[src/rtl/echo_pkg.sv]
// rtl/echo_pkg.sv - shared constants for the echo parameter control path
package echo_pkg;

    localparam int DLY_W = 15;
    localparam int ATT_W = 16;

    localparam int unsigned ATT_MAX = 32767;

    localparam logic [7:0] CMD_DLY_INC = 8'h11;
    localparam logic [7:0] CMD_DLY_DEC = 8'h12;
    localparam logic [7:0] CMD_ATT_INC = 8'h19;
    localparam logic [7:0] CMD_ATT_DEC = 8'h1A;
    localparam logic [7:0] CMD_DEFAULT = 8'h1F;

    localparam logic [1:0] ST_IDLE = 2'd0;
    localparam logic [1:0] ST_REQ  = 2'd1;
    localparam logic [1:0] ST_REL  = 2'd2;

endpackage

[src/rtl/echo_param_ctrl_sync.sv]
// rtl/echo_param_ctrl_sync.sv - two-flop synchroniser with asynchronous active-low reset
module sync_2ff #(
    parameter int WIDTH = 1
) (
    input  logic             clk,
    input  logic             rst_n,
    input  logic [WIDTH-1:0] d,
    output logic [WIDTH-1:0] q
);

    logic [WIDTH-1:0] meta;

    always_ff @(posedge clk or negedge rst_n) begin
        if (!rst_n) begin
            meta <= '0;
            q    <= '0;
        end else begin
            meta <= d;
            q    <= meta;
        end
    end

endmodule

[src/rtl/echo_param_ctrl.sv]
// rtl/echo_param_ctrl.sv - UART command decoder and req/ack publisher of delay/attenuation
module echo_param_ctrl
    import echo_pkg::*;
#(
    parameter int unsigned DELAY_DEF  = 7998,
    parameter int unsigned DELAY_STEP = 1000,
    parameter int unsigned DELAY_MIN  = 998,
    parameter int unsigned DELAY_MAX  = 16382,
    parameter int unsigned ATT_DEF    = 32767,
    parameter int unsigned ATT_STEP   = 20,
    parameter int unsigned TIMEOUT    = 65535
) (
    input  logic             clk,
    input  logic             rst_n,
    input  logic             cmd_valid,
    input  logic [7:0]       cmd_data,
    input  logic             cfg_ack,
    output logic             cfg_req,
    output logic [DLY_W-1:0] cfg_delay,
    output logic [ATT_W-1:0] cfg_atten,
    output logic             busy,
    output logic             timeout_err
);

    localparam int TMO_W = $clog2(TIMEOUT + 1);

    logic             ack_s;
    logic [1:0]       state, state_nxt;
    logic             pending, pending_nxt;
    logic             req_nxt, terr_nxt, load;
    logic [TMO_W-1:0] tmo, tmo_nxt;
    logic [DLY_W-1:0] sh_delay, sh_delay_nxt;
    logic [ATT_W-1:0] sh_atten, sh_atten_nxt;
    logic             cmd_hit;
    logic [16:0]      dly_sum, att_sum;

    sync_2ff #(.WIDTH(1)) u_ack_sync (
        .clk   (clk),
        .rst_n (rst_n),
        .d     (cfg_ack),
        .q     (ack_s)
    );

    // Sums are formed 17 bits wide so the bound test sees any carry before truncation.
    assign dly_sum = {2'b00, sh_delay} + 17'(DELAY_STEP);
    assign att_sum = {1'b0, sh_atten} + 17'(ATT_STEP);

    always_comb begin
        sh_delay_nxt = sh_delay;
        sh_atten_nxt = sh_atten;
        cmd_hit      = 1'b0;
        if (cmd_valid) begin
            case (cmd_data)
                CMD_DLY_INC: begin
                    cmd_hit      = 1'b1;
                    sh_delay_nxt = (dly_sum > 17'(DELAY_MAX)) ? DLY_W'(DELAY_MAX) : dly_sum[DLY_W-1:0];
                end
                CMD_DLY_DEC: begin
                    cmd_hit      = 1'b1;
                    sh_delay_nxt = ({2'b00, sh_delay} < 17'(DELAY_MIN + DELAY_STEP)) ?
                                   DLY_W'(DELAY_MIN) : sh_delay - DLY_W'(DELAY_STEP);
                end
                CMD_ATT_INC: begin
                    cmd_hit      = 1'b1;
                    sh_atten_nxt = (att_sum > 17'(ATT_MAX)) ? ATT_W'(ATT_MAX) : att_sum[ATT_W-1:0];
                end
                CMD_ATT_DEC: begin
                    cmd_hit      = 1'b1;
                    sh_atten_nxt = ({1'b0, sh_atten} < 17'(ATT_STEP)) ?
                                   '0 : sh_atten - ATT_W'(ATT_STEP);
                end
                CMD_DEFAULT: begin
                    cmd_hit      = 1'b1;
                    sh_delay_nxt = DLY_W'(DELAY_DEF);
                    sh_atten_nxt = ATT_W'(ATT_DEF);
                end
                default: ;
            endcase
        end
    end

    always_comb begin
        state_nxt   = state;
        pending_nxt = pending;
        req_nxt     = cfg_req;
        tmo_nxt     = tmo;
        terr_nxt    = timeout_err;
        load        = 1'b0;
        case (state)
            ST_IDLE: begin
                // A stale ack from an aborted handshake holds us here until it clears.
                if (pending && !ack_s) begin
                    load        = 1'b1;
                    req_nxt     = 1'b1;
                    pending_nxt = 1'b0;
                    tmo_nxt     = '0;
                    state_nxt   = ST_REQ;
                end
            end
            ST_REQ: begin
                if (ack_s) begin
                    req_nxt   = 1'b0;
                    tmo_nxt   = '0;
                    state_nxt = ST_REL;
                end else if (tmo == TMO_W'(TIMEOUT)) begin
                    terr_nxt  = 1'b1;
                    req_nxt   = 1'b0;
                    tmo_nxt   = '0;
                    state_nxt = ST_REL;
                end else begin
                    tmo_nxt = tmo + TMO_W'(1);
                end
            end
            ST_REL: begin
                if (!ack_s) begin
                    state_nxt = ST_IDLE;
                end else if (tmo == TMO_W'(TIMEOUT)) begin
                    terr_nxt  = 1'b1;
                    state_nxt = ST_IDLE;
                end else begin
                    tmo_nxt = tmo + TMO_W'(1);
                end
            end
            default: begin
                req_nxt   = 1'b0;
                state_nxt = ST_IDLE;
            end
        endcase
        // A command on the launch edge survives the clear, forcing a follow-up handshake.
        if (cmd_hit) begin
            pending_nxt = 1'b1;
        end
    end

    always_ff @(posedge clk or negedge rst_n) begin
        if (!rst_n) begin
            sh_delay    <= DLY_W'(DELAY_DEF);
            sh_atten    <= ATT_W'(ATT_DEF);
            cfg_delay   <= DLY_W'(DELAY_DEF);
            cfg_atten   <= ATT_W'(ATT_DEF);
            cfg_req     <= 1'b0;
            busy        <= 1'b0;
            timeout_err <= 1'b0;
            pending     <= 1'b1;
            state       <= ST_IDLE;
            tmo         <= '0;
        end else begin
            sh_delay    <= sh_delay_nxt;
            sh_atten    <= sh_atten_nxt;
            cfg_req     <= req_nxt;
            timeout_err <= terr_nxt;
            pending     <= pending_nxt;
            state       <= state_nxt;
            tmo         <= tmo_nxt;
            busy        <= (state_nxt != ST_IDLE) | pending_nxt;
            if (load) begin
                cfg_delay <= sh_delay;
                cfg_atten <= sh_atten;
            end
        end
    end

endmodule

[config.mk]
export PLATFORM = sky130hd
export DESIGN_NAME = echo_param_ctrl
export DESIGN_NICKNAME = d
export VERILOG_FILES = /design/src/rtl/echo_pkg.sv /design/src/rtl/echo_param_ctrl_sync.sv /design/src/rtl/echo_param_ctrl.sv
export SDC_FILE = /design/constraint.sdc
export NUM_CORES = 1
export LEC_CHECK = 0
export ABC_AREA = 1
export BUFFER_PORTS_ARGS = -buffer_cell sky130_fd_sc_hd__buf_2
export CAP_MARGIN = 20
export CORE_ASPECT_RATIO = 0.75
export CORE_MARGIN = 10
export CORE_UTILIZATION = 45
export CTS_BUF_LIST = sky130_fd_sc_hd__clkbuf_2
export CTS_CLUSTER_SIZE = 8
export DETAILED_ROUTE_END_ITERATION = 8
export GPL_TIMING_DRIVEN = 0
export PLACE_DENSITY = 0.66
export SETUP_SLACK_MARGIN = 0.4
export SYNTH_ARGS = -nofsm -noshare
export SYNTH_HDL_FRONTEND = slang
export SYNTH_HIERARCHICAL = 1
export SYNTH_SLANG_ARGS = --single-unit
[constraint.sdc]
create_clock -name clk -period 2 [get_ports clk]
set_clock_uncertainty 0.05 [all_clocks]
set_input_delay 0.2 -clock clk [delete_from_list [all_inputs] [get_ports clk]]
set_output_delay 0.2 -clock clk [all_outputs]
set_load 0.05 [all_outputs]
Yosys cells after proc, flatten, opt, wreduce, memory -nomap -nowiden --
Cells that the tools add are included.
Word-level totals: register bits after elaboration 86, bits of input ports 12, output and inout bits 34, logic and storage cells 83
Cells by class: $add $sub $neg 5, $lt $le $gt $ge 4, equal/unequal tests 13, mux-type cells 33, bitwise logic cells 2, reductions and logical operators 14
Operators with widths (count):
- $mux 16 | 7
- $pmux 16 s3 | 2
- $pmux 15 s3 | 1
- $eq 8x5->1 const B | 5
- $mux 15 | 2
- $add 16x5->17 const B | 1
- $gt 17x15->1 const B | 1
- $add 15x10->16 const B | 1
- $add 16x1->16 const B | 1
- $eq 16x16->1 const B | 1
- $gt 16x14->1 const B | 1
- $lt 16x5->1 const B | 1
- $sub 16x5->16 const B | 1
- $lt 15x11->1 const B | 1
- $sub 15x10->15 const B | 1
- $mux 1 | 13
- $mux 2 | 5
- $reduce_bool 3->1 | 3
- $ne 2x2->1 const B | 3
- $pmux 2 s3 | 1
- $reduce_and 3->1 | 2
- $reduce_or 5->1 | 1
- $reduce_and 2->1 | 2
- $reduce_and 4->1 | 1
- 12 further kinds | 13

Longest topological paths before layout --
Gate-level depths: netlist of run 1.
depth in word-level cells 6, gate-level depth with buffers 14, depth with buffers taken out 13

Hierarchy --
Netlist of run 1, hierarchy kept.
Modules (own cells, without submodules):
- echo_param_ctrl | instances 1, cells each 690, area an instance 5092.4 um2, sequential area each 2010.7 um2
- sync_2ff | instances 1, cells each 2, area an instance 50.0 um2, sequential area each 50.0 um2

Worst setup path after synthesis of run 1 --
No wires, ideal clock.
path kind register -> register, from register sh_atten[2], to register sh_atten[10], library setup time 0.068 ns, arrival time 1.769 ns, required time 1.882 ns, setup slack 0.113 ns, cell stages (with the launch flop) 14, path buffers 1, period minus slack after synthesis 1.887 ns, path through dfstp_2 -> inv_1 -> ha_1 -> inv_1 -> nor2_1 -> nand3_1 -> nor2_1 -> nand2_1 -> nor2_1 -> nand3_1 -> nand3_2 -> nand2_2 -> buf_12 -> a21oi_2
Between the ends: word-level cells in the longest chain between the ends 4, elaborated cells on any way between the ends 7, those cells by class add/sub: 2; order compare: 2; mux: 3
Ends and longest elaborated chain:
- from (decl) | line echo_param_ctrl.sv:33 | logic [ATT_W-1:0] sh_atten, sh_atten_nxt;
- from (signal assigned) | line echo_param_ctrl.sv:138 | sh_atten <= ATT_W'(ATT_DEF);
- from (signal assigned) | line echo_param_ctrl.sv:149 | sh_atten <= sh_atten_nxt;
- $add 16x5->17 | line echo_param_ctrl.sv:46 | assign att_sum = {1'b0, sh_atten} + 17'(ATT_STEP);
- $gt 17x15->1 | line echo_param_ctrl.sv:65 | sh_atten_nxt = (att_sum > 17'(ATT_MAX)) ? ATT_W'(ATT_MAX) : att_sum[ATT_W-1:0];
- $mux 16 | line echo_param_ctrl.sv:65
- $pmux 16 s3 * | line echo_param_ctrl.sv:53 | case (cmd_data)
Every way passes the cells marked *; elsewhere a longest branch is shown, timed or not. A chain may end at the register's enable or synchronous reset.

Worst setup path in the final report of run 1 --
from register sh_atten[3], to register sh_atten[3]
The elaborated chain is that of the path after synthesis.

==> results_dict.tcl, run 1 <==
set metrics [dict create \
    critPathKind "reg2reg" \
    postRouteAntennaNets 0 \
    clock_insertion_delay_worst_skew_ns 0.56 \
    finalInstanceArea_um2 7160 \
    fp.dieH_um 113 \
    nets 834 \
    endpoint_kind "flip-flop" \
    synth_enable_flop_cells 0 \
    hpwl_um 10200 \
    power.leakage_nw 3.29 \
    seq_area_frac_synth 0.401 \
    async_flop_share 1.00 \
    synth_nets 715 \
    status "finished with violations" \
    grt_pass1_vias 5069 \
    cts_buffers 9 \
    synthesis.area_um2 5140 \
    track_usage 0.189 \
    placed_area_um2 5620 \
    wirelength_um 16100 \
    timing.final.crit_share 1.09 \
    yosys_warnings 6 \
    hp-class "in2reg" \
    synth_cell_types 40 \
    syn-instance-count 692 \
    place_ws_ns -0.259 \
    worstPathMaxFanout 5 \
    clockBufferDepth 2 \
    power_w 0.00724 \
    powerDensity_nw_per_um2 1010 \
    core_um2 11100 \
    max_freq_ghz 0.457 \
    start_kind "flip-flop" \
    slew_violations 0 \
    violations "setup timing" \
    finish.utilization 0.647 \
    grt_pass1_wl_um 25100 \
    relSlewSlack 0.610 \
    cts_root_buffer "clkbuf_2" \
    synthToLayoutAreaGrowth_pct 39.2 \
    fp.dieW_um 143 \
    cap_violations 0 \
    nFillCells 892 \
    via_per_inst 5.42 \
    clk_pin_slew_ns 0.23 \
    r2r_cells 13 \
    num_rows 33 \
    wl_per_cell_um 16.8 \
    firstDrtPassIters 5 \
    dp.cells 877 \
    setup_slack_ns -0.186 \
    drt_iter0_markers 509 \
    avgSynthCellArea_um2 7.43 \
    drive_gt1_frac 0.415 \
    start_util 0.465 \
    worst_pin_slew_ns 0.585 \
    ys_ff_latch 80 \
    io_buffer_count 44 \
    vdd_ir_drop_max_uv 761 \
    synth_ff_type "dfstp_2" \
    hold_viol 0 \
    critPathRequiredTime_ns 2.46 \
    clkSinkCount 80 \
    grt.overflow.total 0 \
    num_io_pins 46 \
    diodes 0 \
    grt_max_degree 53 \
    fin_crit_ns 2.19 \
    vias 5185 \
    die_area_um2 16100 \
    cts_tree "done" \
    h-tree-depth 3 \
    setup_violations 15 \
    drc 0 \
    cp.arrival_ns 2.65 \
    rsz0062_at_grt "true" \
    min_path_cells 5 \
    gp_congestion 0.962 \
    antenna_found_initial 0 \
    fin_cells 956 \
]
-- worst max-delay path: stages (launching register included) --
cell and delay (ns):
dfstp_2 0.65, inv_2 0.07, ha_4 0.26, inv_2 0.03
nor2_1 0.09, nand3_1 0.07, nor2_1 0.09, nand2_1 0.06
nor2_1 0.12, nand3_1 0.12, nand3_2 0.12, nand2_4 0.09
clkbuf_16 0.17, a21oi_2 0.13
-- cell families after synthesis --
family | synth area share
and+or+nand+nor | 0.282
AOI/OAI and AO/OA | 0.141
buffers and inverters | 0.0922
DFF | 0.401
xor gates and xnor gates | 0.0528
adders and majority gates | 0.0268
muxes | 0.00438
other | 0.000729
-- metrics by stage --
step           TNS [ns]  hold slack, ns
2_1_floorplan         0          -0.146
3_3_place_gp      -1.00           0.260
3_5_place_dp      -1.29           0.103
4_1_cts           -1.01          0.0474
5_1_grt           -3.51          0.0544
6_report          -2.07          0.0603
-- metal layers --
layer  wire length, um  up-vias  track usage
met1              7490     2509        0.263
met2              7260      203        0.292
met5                 0        -            0
met4               146        0       0.0380
met3              1210       18       0.0459
li1                  -     2455            -
-- registers in the layout, indices dropped and copies added, names as in the netlist --
| name | flops |
|---|---|
| sh_atten | 15 |
| cfg_atten | 15 |
| sh_delay | 13 |
| busy | 1 |
| state | 2 |
| u_ack_sync/q | 1 |
| tmo | 16 |
| timeout_err | 1 |
| u_ack_sync/meta | 1 |
| cfg_delay | 13 |
| cfg_req | 1 |
| pending | 1 |
-- final timing paths --
kind	slack [ns]	start	to
max in group asynchronous	0.50	rst_n	tmo[5]$_DFFE_PN0P_
max reg2reg	-0.19	sh_atten[3]$_DFFE_PN1P_	sh_atten[3]$_DFFE_PN1P_
min reg2reg	0.33	u_ack_sync/meta$_DFF_PN0_	u_ack_sync/q$_DFF_PN0_
max	-0.19	sh_atten[3]$_DFFE_PN1P_	sh_atten[3]$_DFFE_PN1P_
min	0.06	cmd_data[3]	sh_delay[3]$_DFFE_PN1P_
min in group asynchronous	0.55	rst_n	tmo[4]$_DFFE_PN0P_
-- synth_stat cells (all sizes together) (2+ instances only) --
| cell type | number | area (um^2) |
|---|---|---|
| nand3 | 43 | 220 |
| o21bai | 2 | 15.0 |
| mux2 | 2 | 22.5 |
| o21ai | 72 | 368 |
| a21oi | 39 | 240 |
| nand3b | 2 | 15.0 |
| dfstp | 47 | 1230 |
| nor4 | 2 | 12.5 |
| nor3 | 11 | 70.1 |
| nand2 | 167 | 667 |
| nand4 | 9 | 56.3 |
| buf | 13 | 110 |
| clkbuf | 8 | 30.0 |
| o21a | 2 | 15.0 |
| inv | 89 | 334 |
| dfrtp | 33 | 826 |
| xor2 | 27 | 236 |
| a31oi | 5 | 31.3 |
| ha | 11 | 138 |
| nor2 | 95 | 399 |
| a22oi | 5 | 37.5 |
| xnor2 | 4 | 35.0 |
-- power by group --
group,internal [W],total (W),switching (W),leakage [nW]
clock,0.000288,0.000896,0.000608,0.0710
sequential,0.00208,0.00240,0.000320,0.924
combinational,0.00152,0.00395,0.00243,2.30
-- cells in the final DEF (no fill, tap or decap), types with 11 or more instances in the layout --
cell / synthesis / final
nand2_1: 157 / 134
inv_1: 80 / 73
nor2_1: 86 / 66
buf_4: 7 / 48
dfstp_2: 47 / 47
o21ai_0: 68 / 45
dfrtp_1: 33 / 31
nand3_1: 42 / 28
xor2_1: 27 / 26
buf_8: 0 / 24
buf_6: 2 / 23
buf_2: 3 / 22
a21oi_2: 9 / 22
nor2_4: 4 / 21
nand2_2: 7 / 19
a21oi_1: 29 / 16
o21ai_2: 2 / 13
nand2_4: 3 / 12
o21ai_1: 2 / 12
clkbuf_2: 0 / 12
inv_2: 9 / 11
nand3_2: 1 / 11
-- layout make-up --
class                           count  area, um^2  share of cell area
Inverter                           89         358              0.0500
Multi-Input combinational cell    502        3210               0.449
Timing Repair Buffer              108        1060               0.148
Tap cell                          140         175              0.0245
Buffer                             21         178              0.0248
Clock inverter                      6        60.1             0.00839
Sequential cell                    80        2060               0.288
Clock buffer                       10        50.0             0.00699
-- timing repair --
action                     CTS  global route
gates cloned                 2             1
setup buffers               38            18
resized for setup          181            90
hold endpoints to repair    51             0
setup endpoints to repair  101            93
hold buffers                 4             0
pin swaps                   47            41
Note: power is estimated with default switching activity, not from simulation.
==> run 2: changes to the inputs <==
- ABC_AREA: 1 -> 0
- CTS_CLUSTER_SIZE: 8 -> 10
==> results_dict.tcl, run 2 <==
set metrics [dict create \
    drive_gt1_frac 0.504 \
    grt_pass1_wl_um 25300 \
    fp.dieH_um 112 \
    fp.dieW_um 143 \
    yosys_warnings 6 \
    yosys.area.top_type "dfstp_2" \
    grt_pass1_vias 4750 \
    avgSynthCellArea_um2 8.97 \
    critPathRequiredTime_ns 2.47 \
    num_rows 33 \
    worstPathMaxFanout 4 \
    reg_top3 "tmo x16, cfg_atten x15, sh_atten x15" \
    worst_pin_slew_ns 1.06 \
    p_int_w 0.00338 \
    hp-class "in2reg" \
    async_flop_share 1.00 \
    powerDensity_nw_per_um2 774 \
    clockPowerShare 0.166 \
    whs_endpoint "sh_atten[14]$_DFFE_PN1P_" \
    synth_cell_types 81 \
    track_usage 0.194 \
    cts_tree "done" \
    clk_pin_slew_ns 0.25 \
    mostFrequentLayoutCells "57 x buf_4, 47 x dfstp_2, 45 x nor2_1, 39 x nand2_1, 31 x dfrtp_1" \
    seqPwrFrac 0.354 \
    die_area_um2 15900 \
    endpoint_kind "flip-flop" \
    syn-instance-count 565 \
    seq_area_frac_synth 0.407 \
    rr_endpoint "sh_atten[3]$_DFFE_PN1P_" \
    grt_max_degree 53 \
    fin_setup_tns_ns -7.52 \
    core_um2 11000 \
    clockBufferDepth 2 \
    clock_insertion_delay_worst_skew_ns 0.59 \
    vias 5069 \
    cap_violations 0 \
    cts_root_buffer "clkbuf_2" \
    min_path_cells 4 \
    finish.utilization 0.680 \
    largest-register "tmo" \
    regToRegSetupSlack_ns -0.38 \
    start_util 0.461 \
    status "finished with violations" \
    diodes 0 \
    rsz0062_at_grt "true" \
    start_kind "flip-flop" \
    synthesis.area_um2 5070 \
    synth_ff_type "dfstp_2" \
    nets 716 \
    gp_congestion 0.950 \
    ys_ff_latch 80 \
    wirelength_um 16100 \
    switching_share 0.416 \
    slew_violations 0 \
    hold_viol 0 \
    ys_top_cells_by_area "dfstp_2 24%, dfrtp_1 16%, mux2_2 4.9%, o21ai_0 4.2%, nor2_1 3.6%" \
    antenna_found_initial 2 \
    drt_iter0_markers 372 \
    r2r_cells 9 \
    p_comb_frac 0.479 \
    firstDrtPassIters 5 \
    drc 0 \
    synth_commonest_cells "49 x nor2_1, 47 x dfstp_2, 46 x nand2_1, 43 x o21ai_0, 33 x dfrtp_1" \
    synth_nets 588 \
    critPathKind "reg2reg" \
    vdd_ir_drop_max_uv 689 \
    timing.final.crit_share 1.19 \
    layout_commonest_cell "buf_4" \
    fin_crit_ns 2.38 \
    grt.overflow.total 0 \
    power.leakage_nw 3.09 \
    wl_per_cell_um 19.3 \
    synth_most_common_cell "nor2_1" \
    via_per_inst 6.05 \
    relSlewSlack 0.296 \
    worstReg2RegStart "sh_atten[3]$_DFFE_PN1P_" \
    io_buffer_count 42 \
    nFillCells 826 \
    max_freq_ghz 0.419 \
    multi_input_area_um2 3520 \
    postRouteAntennaNets 0 \
    cts_buffers 9 \
    h-tree-depth 3 \
    cp.arrival_ns 2.86 \
    setup_slack_ns -0.385 \
    synth_top_area_share 0.244 \
    num_io_pins 46 \
    seq_area_um2 2060 \
    synth_enable_flop_cells 0 \
    clkSinkCount 80 \
    p_sw_w 0.00240 \
    violations "setup timing" \
    hpwl_um 9880 \
    min_from "cmd_valid" \
    synthToLayoutAreaGrowth_pct 47.4 \
    largest_register_ffs 16 \
    setup_violations 43 \
]
-- run 2: kinds of logic (layout without fill, tap and decap cells) --
logic type,count (synthesis),count (layout),synth area share
multiplexers,25,25,0.0548
flip-flops,80,80,0.407
adder cells (fa/ha/maj),11,11,0.0272
other,1,1,0.000740
buffers and inverters,66,199,0.0568
AND/OR/NAND/NOR,201,201,0.204
AO/OA/AOI/OAI,158,158,0.210
XOR/XNOR,23,23,0.0398
-- run 2: critical path, cell delays in order, from the launching register on --
cell,delay (ns)
dfstp_2,0.65
ha_4,0.15
buf_8,0.11
o2111a_2,0.22
nand4_1,0.14
xor2_2,0.21
nor4_4,0.37
a31oi_4,0.14
buf_6,0.17
a21oi_4,0.15
-- run 2: worst max-delay path by stage --
stage                                  startpoint                        to  slack, ns  depth (start not counted)
after floorplan           sh_delay[4]$_DFFE_PN1P_  sh_delay[13]$_DFFE_PN0P_      -0.17                          8
after global placement    sh_atten[3]$_DFFE_PN1P_   sh_atten[6]$_DFFE_PN1P_      -0.49                          7
after detailed placement  sh_atten[3]$_DFFE_PN1P_   sh_atten[6]$_DFFE_PN1P_      -0.50                          8
after CTS                 sh_atten[2]$_DFFE_PN1P_   sh_atten[3]$_DFFE_PN1P_      -0.34                          9
after global routing      sh_delay[4]$_DFFE_PN1P_  sh_delay[13]$_DFFE_PN0P_      -0.44                          8
final                     sh_atten[3]$_DFFE_PN1P_   sh_atten[3]$_DFFE_PN1P_      -0.38                          9
-- run 2: what timing repair did --
| item | CTS | global route |
|---|---|---|
| gates resized for setup | 164 | 90 |
| pin swaps | 32 | 26 |
| hold endpoints to repair | 55 | 0 |
| setup endpoints to repair | 102 | 103 |
| buffers inserted | 46 | 24 |
| hold buffers | 4 | 0 |
-- run 2: layout make-up --
type | instances | share of cell area
Buffer | 42 | 0.0462
Timing Repair Buffer | 117 | 0.153
Multi-Input combinational cell | 419 | 0.471
Clock inverter | 7 | 0.0104
Tap cell | 140 | 0.0235
Sequential cell | 80 | 0.276
Inverter | 24 | 0.0136
Clock buffer | 9 | 0.00603
-- run 2: metal layers --
metal	global-route usage	routed length (um)	vias to the layer above
li1	-	-	2324
met1	0.262	7030	2504
met2	0.296	7690	212
met3	0.0582	1160	25
met4	0.0528	236	4
met5	0	22	-
-- run 2: metrics by stage --
stage	setup WS (ns)	area (um^2)	power [W]	hold slack, ns	cells
floorplan	-0.173	5360	0.00345	-0.146	565
global placement	-0.490	5740	0.00384	0.262	747
detailed placement	-0.504	5770	0.00387	0.0997	748
CTS	-0.344	6940	0.00541	0.0278	814
global route	-0.442	7470	0.00610	0.0584	838
finish	-0.385	7470	0.00578	0.0841	838
-- run 2: power by group through the flow --
stage | sequential, W | clock, W | combinational [W]
after floorplan | 0.00229 | 0 | 0.00116
final | 0.00205 | 0.000961 | 0.00277
after detailed placement | 0.00203 | 0 | 0.00184
after global placement | 0.00203 | 0 | 0.00181
after CTS | 0.00203 | 0.000989 | 0.00239
after global routing | 0.00207 | 0.00106 | 0.00296
==> run 3: changes to the inputs <==
- SYNTH_HIERARCHICAL: 1 -> default
==> results_dict.tcl, run 3 <==
set metrics [dict create \
    cp.arrival_ns 3.24 \
    avgSynthCellArea_um2 8.99 \
    critPathMostFrequentCell "nand4_1" \
    status "finished with violations" \
    largest_register_ffs 16 \
    nets 756 \
    grt_pass1_vias 5184 \
    crit_chain "inv_2 -> ha_4 -> nand4_1 -> or4_1 -> a21o_1 -> a2111o_1 -> or3_1 -> buf_6 -> nand4_1" \
    firstDrtPassIters 6 \
    hp-class "in2reg" \
    endpoint_kind "flip-flop" \
    cts_root_buffer "clkbuf_2" \
    worstPathMaxFanout 7 \
    fp.dieW_um 144 \
    synth_nets 596 \
    grt.overflow.total 0 \
    core_um2 11100 \
    synth_ff_type "dfstp_2" \
    reg_top3 "tmo x16, cfg_atten x15, sh_atten x15" \
    start_util 0.465 \
    clock_insertion_delay_worst_skew_ns 0.62 \
    clk_pin_slew_ns 0.26 \
    wirelength_um 18700 \
    num_io_pins 46 \
    vias 5502 \
    cap_violations 0 \
    seq_area_frac_synth 0.400 \
    via_per_inst 6.27 \
    yosys_warnings 0 \
    whs_endpoint "sh_atten[0]$_DFFE_PN1P_" \
    r2r_cells 9 \
    violations "setup timing" \
    layout_commonest_cell "buf_4" \
    synth_most_common_cell "nand2_1" \
    critPathKind "reg2reg" \
    synth_commonest_cells "52 x nand2_1, 47 x dfstp_2, 44 x o21ai_0, 43 x nor2_1, 37 x a21oi_1" \
    yosys.area.top_type "dfstp_2" \
    rsz0062_at_grt "true" \
    wl_per_cell_um 21.3 \
    synth_top_area_share 0.240 \
    die_area_um2 16200 \
    grt_max_degree 54 \
    ys_top_cells_by_area "dfstp_2 24%, dfrtp_1 16%, mux2_2 4.6%, o21ai_0 4.3%, nand2_1 3.8%" \
    synthToLayoutAreaGrowth_pct 56.2 \
    crit_path_start "sh_atten[3]$_DFFE_PN1P_" \
    slew_violations 0 \
    syn-instance-count 573 \
    worst_pin_slew_ns 1.05 \
    synth_enable_flop_cells 0 \
    clockBufferDepth 2 \
    max_freq_ghz 0.361 \
    worstReg2RegStart "sh_atten[3]$_DFFE_PN1P_" \
    drc 0 \
    slowest_delay_ns 0.66 \
    start_kind "flip-flop" \
    rr_endpoint "sh_atten[12]$_DFFE_PN1P_" \
    track_usage 0.212 \
    power.leakage_nw 3.28 \
    grt_pass1_wl_um 27600 \
    min_path_cells 3 \
    min_from "cmd_data[0]" \
    timing.final.crit_share 1.38 \
    place_ws_ns -0.914 \
    relSlewSlack 0.293 \
    async_flop_share 1.00 \
    hold_viol 0 \
    ys_ff_latch 80 \
    setup_violations 49 \
    vdd_ir_drop_max_uv 396 \
    num_rows 33 \
    drt_iter0_markers 571 \
    antenna_found_initial 0 \
    h-tree-depth 3 \
    critPathRequiredTime_ns 2.48 \
    hpwl_um 10500 \
    cp_top_family "simple AND/OR/NAND/NOR gates" \
    clkSinkCount 80 \
    drive_gt1_frac 0.527 \
    synthesis.area_um2 5150 \
    whs_ns 0.00920 \
    diodes 0 \
    largest-register "tmo" \
    finish.utilization 0.727 \
    fin_crit_ns 2.77 \
    powerDensity_nw_per_um2 704 \
    cts_tree "done" \
    mostFrequentLayoutCells "68 x buf_4, 47 x dfstp_2, 41 x nand2_1, 40 x buf_6, 39 x nor2_1" \
    cts_buffers 9 \
    setup_slack_ns -0.767 \
    postRouteAntennaNets 0 \
    slowest_stage "dfstp_2" \
    synth_cell_types 71 \
    regToRegSetupSlack_ns -0.77 \
    fp.dieH_um 113 \
    crit_buf_inv 2 \
    power_w 0.00567 \
    gp_congestion 0.971 \
    io_buffer_count 43 \
]
[run 3: cell types whose count changed after synthesis, sizes merged, moves of 6 or more]
| cell | previous run | this run |
|---|---|---|
| a21oi | 30 | 38 |
| a22o | 0 | 6 |
| a2bb2oi | 1 | 8 |
| a31oi | 8 | 14 |
| inv | 24 | 14 |
| nand2 | 46 | 52 |
| nor2 | 50 | 43 |
| o21ai | 52 | 45 |
| xnor2 | 19 | 6 |
[run 3: worst min-delay path: cells and delay by family]
kind / cells / cell delay, ns
simple gates: 1 / 0.11
buf+inv: 1 / 0.18
compound gates: 1 / 0.17
[run 3: worst max path at each step]
stage / endpoint / slack (ns) / cells past startpoint
2_1_floorplan: sh_atten[13]$_DFFE_PN1P_ / -0.48 / 10
3_3_place_gp: sh_atten[5]$_DFFE_PN1P_ / -0.92 / 7
3_5_place_dp: sh_atten[3]$_DFFE_PN1P_ / -0.91 / 7
4_1_cts: sh_atten[12]$_DFFE_PN1P_ / -0.68 / 10
5_1_grt: sh_atten[6]$_DFFE_PN1P_ / -0.80 / 10
6_report: sh_atten[12]$_DFFE_PN1P_ / -0.77 / 9
[run 3: layout make-up]
class                   count  area, um^2
clock inverters             6        83.8
plain buffers              39         404
clock buffers              10        50.0
multi-input cells         440        3690
well taps                 140         175
flip-flops and latches     80        2060
repair buffers            149        1520
inverters                  14        62.6
fillers                   750        3020
[run 3: per-stage QoR]
stage | std cells | setup TNS, ns | area (um^2)
final | 878 | -19.59 | 8040
after global routing | 878 | -23.01 | 8040
after CTS | 844 | -16.46 | 7220
after detailed placement | 757 | -21.57 | 5880
after global placement | 756 | -20.58 | 5850
after floorplan | 573 | -9.49 | 5460
[run 3: per-layer routing]
metal  GRT usage  vias up  part of all wire
li1            -     2453                 -
met2       0.306      300              0.45
met1       0.288     2694              0.43
met4      0.0591        0             0.027
met5           0        -                 0
met3      0.0792       55              0.10
[run 3: where the power goes]
group          switching [W]  leakage, nW  internal (W)
registers           0.000214        0.932       0.00189
clock network       0.000643       0.0776      0.000415
logic                0.00140         2.27       0.00110
[run 3: timing repair]
item,in CTS,in global routing
hold buffers,2,1
endpoints found under the hold margin,57,4
buffers inserted,65,33
gates resized for setup,156,132
cloned,4,0
endpoints found under the setup margin,94,96
pin swaps,51,39
[run 3: kinds of logic after synthesis]
| group | count (synthesis) | share of synthesized area |
|---|---|---|
| AND/OR/NAND/NOR | 208 | 0.209 |
| multiplexers | 26 | 0.0557 |
| buffers and inverters | 53 | 0.0459 |
| adder cells (fa/ha/maj) | 11 | 0.0267 |
| flip-flops | 80 | 0.400 |
| other | 1 | 0.000728 |
| XOR/XNOR | 11 | 0.0187 |
| AO/OA/AOI/OAI | 183 | 0.243 |
